### src/rtl/axi_lite_sram_bridge.sv
// ----------------------------------------------------------------------------
// axi_lite_sram_bridge
//
// AXI4-Lite slave that turns single AW/W/AR requests into accesses on a
// single-port synchronous SRAM with one cycle of read latency. Only one
// transaction is in flight at a time. Writes take priority over reads.
// Addresses outside the SRAM window get SLVERR and never reach the SRAM.
//
// Ports
//   clk, rst            clock, synchronous active-high reset
//   s_axi_aw*           write address channel (awprot ignored)
//   s_axi_w*            write data channel
//   s_axi_b*            write response channel (OKAY / SLVERR)
//   s_axi_ar*           read address channel (arprot ignored)
//   s_axi_r*            read data channel, rdata registered
//   sram_en             one-cycle access strobe
//   sram_we             byte write enables, 0 on reads
//   sram_addr           word address relative to BASE_ADDR
//   sram_wdata          write data
//   sram_rdata          read data, valid the cycle after a read strobe
//
// State table
//   IDLE     | accept AW/W (independently) or AR
//   WR_ISSUE | drive the SRAM write (if in range), latch bresp
//   WR_RESP  | bvalid high until bready
//   RD_ISSUE | drive the SRAM read strobe (if in range)
//   RD_CAPT  | capture sram_rdata (or 0) and rresp
//   RD_RESP  | rvalid high until rready
// ----------------------------------------------------------------------------
module axi_lite_sram_bridge #(
    parameter logic [31:0] BASE_ADDR = 32'h0000_0000,
    parameter int          MEM_WORDS = 1024
) (
    input  logic                         clk,
    input  logic                         rst,

    input  logic                         s_axi_awvalid,
    output logic                         s_axi_awready,
    input  logic [31:0]                  s_axi_awaddr,
    input  logic [2:0]                   s_axi_awprot,

    input  logic                         s_axi_wvalid,
    output logic                         s_axi_wready,
    input  logic [31:0]                  s_axi_wdata,
    input  logic [3:0]                   s_axi_wstrb,

    output logic                         s_axi_bvalid,
    input  logic                         s_axi_bready,
    output logic [1:0]                   s_axi_bresp,

    input  logic                         s_axi_arvalid,
    output logic                         s_axi_arready,
    input  logic [31:0]                  s_axi_araddr,
    input  logic [2:0]                   s_axi_arprot,

    output logic                         s_axi_rvalid,
    input  logic                         s_axi_rready,
    output logic [31:0]                  s_axi_rdata,
    output logic [1:0]                   s_axi_rresp,

    output logic                         sram_en,
    output logic [3:0]                   sram_we,
    output logic [$clog2(MEM_WORDS)-1:0] sram_addr,
    output logic [31:0]                  sram_wdata,
    input  logic [31:0]                  sram_rdata
);

    localparam int AW = $clog2(MEM_WORDS);
    localparam logic [32:0] WIN_BYTES = 33'(MEM_WORDS) * 33'd4;

    localparam logic [2:0] IDLE     = 3'd0;
    localparam logic [2:0] WR_ISSUE = 3'd1;
    localparam logic [2:0] WR_RESP  = 3'd2;
    localparam logic [2:0] RD_ISSUE = 3'd3;
    localparam logic [2:0] RD_CAPT  = 3'd4;
    localparam logic [2:0] RD_RESP  = 3'd5;

    localparam logic [1:0] RESP_OKAY   = 2'b00;
    localparam logic [1:0] RESP_SLVERR = 2'b10;

    logic [2:0]  state;
    logic        aw_held;
    logic        w_held;
    logic [29:0] addr_q;     // word address of the active transaction (AW or AR)
    logic        hit_q;      // addr_q falls inside the SRAM window
    logic [31:0] wdata_q;
    logic [3:0]  wstrb_q;

    logic        aw_hs;
    logic        w_hs;
    logic        ar_hs;
    logic        aw_next;
    logic        w_next;
    logic [31:0] addr_off;

    // Byte address with addr[1:0] dropped, compared against the window.
    // The lower-bound test keeps addresses below BASE_ADDR from wrapping in.
    function automatic logic in_window(input logic [29:0] word);
        logic [31:0] byte_addr;
        logic [31:0] offset;
        byte_addr = {word, 2'b00};
        offset    = byte_addr - BASE_ADDR;
        return (byte_addr >= BASE_ADDR) && ({1'b0, offset} < WIN_BYTES);
    endfunction

    // Readies are pure decodes of state/hold flags; arready additionally
    // backs off whenever any write activity is visible so writes win.
    assign s_axi_awready = (state == IDLE) && !aw_held && !rst;
    assign s_axi_wready  = (state == IDLE) && !w_held && !rst;
    assign s_axi_arready = (state == IDLE) && !aw_held && !w_held &&
                           !s_axi_awvalid && !s_axi_wvalid && !rst;

    assign aw_hs   = s_axi_awvalid && s_axi_awready;
    assign w_hs    = s_axi_wvalid && s_axi_wready;
    assign ar_hs   = s_axi_arvalid && s_axi_arready;
    assign aw_next = aw_held || aw_hs;
    assign w_next  = w_held || w_hs;

    assign addr_off   = {addr_q, 2'b00} - BASE_ADDR;
    assign sram_addr  = addr_off[AW+1:2];
    assign sram_wdata = wdata_q;

    // Strobes are gated by rst so nothing reaches the SRAM once reset is seen.
    always_comb begin
        sram_en = 1'b0;
        sram_we = 4'b0000;
        if (!rst && hit_q) begin
            if (state == WR_ISSUE) begin
                sram_en = 1'b1;
                sram_we = wstrb_q;
            end else if (state == RD_ISSUE) begin
                sram_en = 1'b1;
            end
        end
    end

    always_ff @(posedge clk) begin
        if (rst) begin
            state        <= IDLE;
            aw_held      <= 1'b0;
            w_held       <= 1'b0;
            addr_q       <= '0;
            hit_q        <= 1'b0;
            wdata_q      <= '0;
            wstrb_q      <= '0;
            s_axi_bvalid <= 1'b0;
            s_axi_bresp  <= RESP_OKAY;
            s_axi_rvalid <= 1'b0;
            s_axi_rresp  <= RESP_OKAY;
            s_axi_rdata  <= '0;
        end else begin
            case (state)
                IDLE: begin
                    if (aw_hs) begin
                        aw_held <= 1'b1;
                        addr_q  <= s_axi_awaddr[31:2];
                        hit_q   <= in_window(s_axi_awaddr[31:2]);
                    end
                    if (w_hs) begin
                        w_held  <= 1'b1;
                        wdata_q <= s_axi_wdata;
                        wstrb_q <= s_axi_wstrb;
                    end
                    if (aw_next && w_next) begin
                        state <= WR_ISSUE;
                    end else if (ar_hs) begin
                        addr_q <= s_axi_araddr[31:2];
                        hit_q  <= in_window(s_axi_araddr[31:2]);
                        state  <= RD_ISSUE;
                    end
                end
                WR_ISSUE: begin
                    s_axi_bresp  <= hit_q ? RESP_OKAY : RESP_SLVERR;
                    s_axi_bvalid <= 1'b1;
                    state        <= WR_RESP;
                end
                WR_RESP: begin
                    if (s_axi_bready) begin
                        s_axi_bvalid <= 1'b0;
                        aw_held      <= 1'b0;
                        w_held       <= 1'b0;
                        state        <= IDLE;
                    end
                end
                RD_ISSUE: begin
                    state <= RD_CAPT;
                end
                RD_CAPT: begin
                    s_axi_rdata  <= hit_q ? sram_rdata : 32'h0;
                    s_axi_rresp  <= hit_q ? RESP_OKAY : RESP_SLVERR;
                    s_axi_rvalid <= 1'b1;
                    state        <= RD_RESP;
                end
                RD_RESP: begin
                    if (s_axi_rready) begin
                        s_axi_rvalid <= 1'b0;
                        state        <= IDLE;
                    end
                end
                default: begin
                    state <= IDLE;
                end
            endcase
        end
    end

    // Protection bits, sub-word address bits and the offset bits above the
    // SRAM range carry no meaning here.
    logic unused_bits;
    assign unused_bits = ^{s_axi_awprot, s_axi_arprot, s_axi_awaddr[1:0],
                           s_axi_araddr[1:0], addr_off[31:AW+2], addr_off[1:0]};

endmodule

### config.mk
export PLATFORM = sky130hd
export DESIGN_NAME = axi_lite_sram_bridge
export DESIGN_NICKNAME = d
export VERILOG_FILES = /design/src/rtl/axi_lite_sram_bridge.sv
export SDC_FILE = /design/constraint.sdc
export NUM_CORES = 1
export LEC_CHECK = 0
export ABC_CLOCK_PERIOD_IN_PS = 5170
export BUFFER_PORTS_ARGS = -buffer_cell sky130_fd_sc_hd__buf_4
export CELL_PAD_IN_SITES_DETAIL_PLACEMENT = 0
export CELL_PAD_IN_SITES_GLOBAL_PLACEMENT = 1
export CORE_ASPECT_RATIO = 0.8
export CORE_MARGIN = 5
export CORE_UTILIZATION = 31
export DETAILED_ROUTE_END_ITERATION = 7
export PLACE_DENSITY_LB_ADDON = 0.12
export SLEW_MARGIN = 20
export SYNTH_ARGS = -nofsm -noshare
export SYNTH_HDL_FRONTEND = slang
export SYNTH_SLANG_ARGS = --single-unit
### constraint.sdc
create_clock -name clk -period 5.17 [get_ports clk]
set_clock_uncertainty 0.15 [all_clocks]
set_input_delay 1.2925 -clock clk [delete_from_list [all_inputs] [get_ports clk]]
set_output_delay 1.2925 -clock clk [all_outputs]
set_load 0.005 [all_outputs]
-- Word-level counts from Yosys, hierarchy flattened
Cells that the tools add are included.
- register bits: 110
- input bits: 145
- output and inout port bits: 88
- logic and storage cells: 84
- order comparisons: 4
- eq/ne operators: 10
- mux-type cells: 26
- reduce and logical (&&, ||, !) cells: 32
- operators with widths (operator ; count):
    $mux 30 ; 3
    $ge 32x1->1 const B ; 2
    $lt 32x13->1 const B ; 2
    $mux 32 ; 1
    $pmux 3 s6 ; 1
    $logic_and 1x1->1 ; 15
    $mux 3 ; 4
    $mux 1 ; 10
    $reduce_and 3->1 ; 3
    $mux 4 ; 2
    $ne 2x2->1 const B ; 4
    $pmux 1 s2 ; 4
    $eq 3x2->1 const B ; 2
    $eq 3x3->1 const B ; 2
    $reduce_and 2->1 ; 3
    $reduce_bool 2->1 ; 3
    $logic_not 1->1 ; 5
    $eq 3x1->1 const B ; 1
    $logic_not 3->1 ; 1
    $ne 3x2->1 const B ; 1
    $logic_or 1x1->1 ; 2
    $mux 2 ; 1

-- Longest topological paths before layout
- word-level depth: 10
- depth in mapped cells: 8
- mapped depth without buffers: 5

-- Worst setup path after synthesis
No wires, ideal clock.
- kind: input port to output port
- from: input rst
- to: output s_axi_arready
- arrival time: 2339 ps
- data required time: 3728 ps
- setup slack: 1388 ps
- stages: 4
- buffers on the path: 1
- cells stage by stage: clkbuf_1 > or4_4 > nor2_2 > nor4b_1
- longest elaborated chain between the ends: 2
- ends and longest elaborated chain (element ; line ; source):
    start: declaration ; 35 ; input logic rst,
    $logic_not 1->1 ; 111 ; !s_axi_awvalid && !s_axi_wvalid && !rst;
    $logic_and 1x1->1 ; 111 ;
    end: declaration ; 52 ; output logic s_axi_arready,
No other way between the ends.

-- Worst setup path in the final report
Ends and elaborated chain as after synthesis.

==> summary.md <==
| Metric | Value |
|---|---|
| Placer Congestion | 0.6925 |
| Simple-gate portion of the synthesized area | 25.98% |
| Total track usage | 16.78% |
| Via count | 3,687 |
| Power per Cell Area | 298.6 mW/mm^2 |
| Drt first pass iters | 4 |
| CP endpoint kind | primary output |
| Required time worst endpoint | 3.73 ns |
| Worst hold path type | reg2reg |
| Post-DP HPWL | 8612 um |
| Layout cells sized above 1 | 40.78% |
| Final nets | 780 |
| Crit path max fanout | 41 |
| Final hold slack | 0.3007 ns |
| Core area | 0.01134 mm^2 |
| Max cap viols | 0 |
| Seq/Total Area, Yosys | 49.70% |
| Post-route ant nets | 0 |
| Most Frequent Cell on Critical Path | buf_4 |
| Die area | 0.01369 mm^2 |
| Synth Warn # | 0 |
| Clock share of power | 41.9% |
| RSZ-0062 raised after global routing | false |
| FFs w/ async S/R, synth | 0% |
| Largest delay share family, worst path | simple AND/OR/NAND/NOR gates |
| Net Sw Frac | 23.80% |
| Power Total | 1.662 mW |
| Global route overflow | 0 |
| Arr. time, crit path | 2.61 ns |
| Max rail drop VDD | 0.1950 mV |
| First-pass GRT wire length | 18,450 um |
| Status | completed |
| Most frequent cells in the layout | buf_4, nand2_1, dfxtp_1, a21oi_1, nand3_1 |
| Avg WL per Cell | 14.93 um |
| Sequential power share | 43.9% |
| Flops & latches, synth | 88 |
| Internal power | 1.266 mW |
| CTS tree | done |
| Post-synth EDFFs | 0 |
| CTS Root Cell | clkbuf_16 |
| Register Area | 0.001762 mm^2 |
| Syn Inst Count | 432 |
| Synth Cell Area | 0.003545 mm^2 |
| Post-place setup slack | 1.084 ns |
| Starting Density | 31.25% |
| Clock sinks | 88 |
| # DRC | 0 |
| Vias per inst | 4.679 |
| Synth Area in Adders | 0% |
| Filler cells | 1,152 |
| Setup tns final | 0 ns |
| Synth Area in Compound Gates | 16.06% |
| Slowest-stage cell, CP | or4_4 |
| Ant diodes | 0 |
| H-tree Lvls | 3 |
| Commonest non-fill, non-tap cell in the layout | buf_4 |
| Max-Slew Margin vs Limit | 45.50% |
| Final Critical Period | 4.050 ns |
| Final Max Tran Viols | 0 |
| Multiplexer share of the synthesized area | 2.577% |
| Pin count of the biggest net entering global routing | 52 |
| Final WL | 11,760 um |
| Worst-skew pair later-pin latency | 0.33 ns |
| P_sw | 0.3956 mW |
| Final setup margin | 1.120 ns |
| Syn-to-layout area delta | 57.01% |
| Startpoint types | input port |
| Worst Path Buf+Inv | 2 |
| Die Height | 105.6 um |
| Worst-margin pin slew | 0.8151 ns |
| Period Utilization, post-route | 78.35% |
| Postcts setup bufs | 0 |
| Delay of the slowest cell on the worst path | 0.48 ns |
| Port bufs | 220 |
| Setup violators final | 0 |
| Kind of critical path | in2out |
| Ports | 233 |
| Leakage | 2.424 nW |
| DP Area | 0.005245 mm^2 |
| CTS Hold Buffers Added | 0 |
| Chip width | 129.6 um |
| Row cnt | 35 |
| Clock Tree Buf Depth | 2 |
| Yosys cell types | 38 |
| Main combinational cell family by area after synthesis | simple AND/OR/NAND/NOR gates |
| CTS Buf Count | 9 |
| Initial drt markers | 132 |
| CP cell instances | buf_4 > or4_4 > nor2_2 > nor4b_1 > buf_4 |
| Fmax | 0.2469 GHz |
| Mapped Avg Cell Area | 8.205 um^2 |
| Final instance area | 0.005565 mm^2 |
| Post-CTS Resized | 0 |
| Main flop type after synthesis | dfxtp_1 |
| Synth Area in XOR/XNOR | 0% |
| Clk slew on worst S/H paths | 0.06 ns |
| Multi-input logic area | 0.001594 mm^2 |
| Final count of hold timing violations | 0 |
| Vias in the first global route | 3,668 |
| Antenna violations before repair | 0 |
| Comb pwr share | 14.2% |
[registers in the layout, indices dropped and copies added (netlist names)]
| signal | cells |
|---|---|
| wstrb_q | 4 |
| s_axi_bresp | 1 |
| aw_held | 1 |
| state | 3 |
| s_axi_rresp | 1 |
| w_held | 1 |
| s_axi_bvalid | 1 |
| addr_q | 10 |
| hit_q | 1 |
| s_axi_rdata | 32 |
| sram_wdata | 32 |
| s_axi_rvalid | 1 |
[cells by family (layout without fill, tap and decap cells)]
| family | after synthesis | after routing |
|---|---|---|
| muxes | 9 | 9 |
| AOI/OAI and AO/OA | 96 | 96 |
| buffers and inverters | 37 | 244 |
| other | 1 | 2 |
| and+or+nand+nor | 201 | 201 |
| DFF | 88 | 88 |
[worst paths after layout]
path	start	slack, ns	endpoint	depth (start not counted)
worst min register to register	s_axi_rdata[5]	0.30	s_axi_rdata[5]	2
worst max register to register	state[1]	2.37	hit_q	5
worst max-delay path	rst	1.12	s_axi_arready	5
worst min-delay path	s_axi_rdata[5]	0.30	s_axi_rdata[5]	2
[through the flow]
| step | instances | utilization (%) |
|---|---|---|
| 2_1_floorplan | 433 | - |
| 3_3_place_gp | 772 | 46.24 |
| 5_1_grt | 788 | 49.07 |
| 3_5_place_dp | 772 | 46.24 |
| 4_1_cts | 788 | 49.07 |
| 6_report | 788 | 49.07 |
[power by group through the flow]
stage / Sequential, mW / Clock, mW / Combinational, mW
6_report: 0.730 / 0.696 / 0.236
5_1_grt: 0.735 / 0.752 / 0.262
4_1_cts: 0.730 / 0.724 / 0.240
3_5_place_dp: 0.745 / 0 / 0.239
3_3_place_gp: 0.744 / 0 / 0.237
2_1_floorplan: 0.741 / 0 / 0.106
[worst min-delay path, stage by stage, from the launching register on]
cell and delay, ns:
dfxtp_1 0.31, nand2_1 0.05, a21oi_1 0.05
[synthesized netlist by cell type (all sizes together) (2+ instances only)]
| cell | count | area [um^2] |
|---|---|---|
| nor3b | 2 | 15.01 |
| nor3 | 5 | 40.04 |
| inv | 2 | 7.510 |
| nand2 | 111 | 419.2 |
| clkbuf | 24 | 90.09 |
| nor2 | 22 | 85.09 |
| mux2i | 8 | 80.08 |
| buf | 11 | 100.1 |
| nand3 | 34 | 170.2 |
| a21oi | 77 | 385.4 |
| nand3b | 3 | 22.52 |
| nor4 | 11 | 68.82 |
| dfxtp | 88 | 1762 |
| o22ai | 3 | 31.28 |
| o21ai | 3 | 15.01 |
| and2 | 5 | 31.28 |
| or3 | 2 | 17.52 |
| a211oi | 8 | 100.1 |
[cell type report]
type                       instances  area share, %
timing repair buffer             226          30.49
clock inverter                     7          1.709
sequential                        88          31.65
inverter                           2         0.1349
multi-input combinational        308          28.64
tap                              148          3.327
clock buffer                       9          4.047
[layer usage]
layer | GRT usage (%) | share of wire [%] | up-vias | routed length, um
met5 | 0 | 0 | - | 0
met4 | 5.490 | 2.2 | 0 | 260
met3 | 8.308 | 13 | 18 | 1482
met2 | 27.07 | 47 | 154 | 5483
met1 | 19.39 | 39 | 1642 | 4536
li1 | - | - | 1873 | -
(Power assumes the default switching activity.)
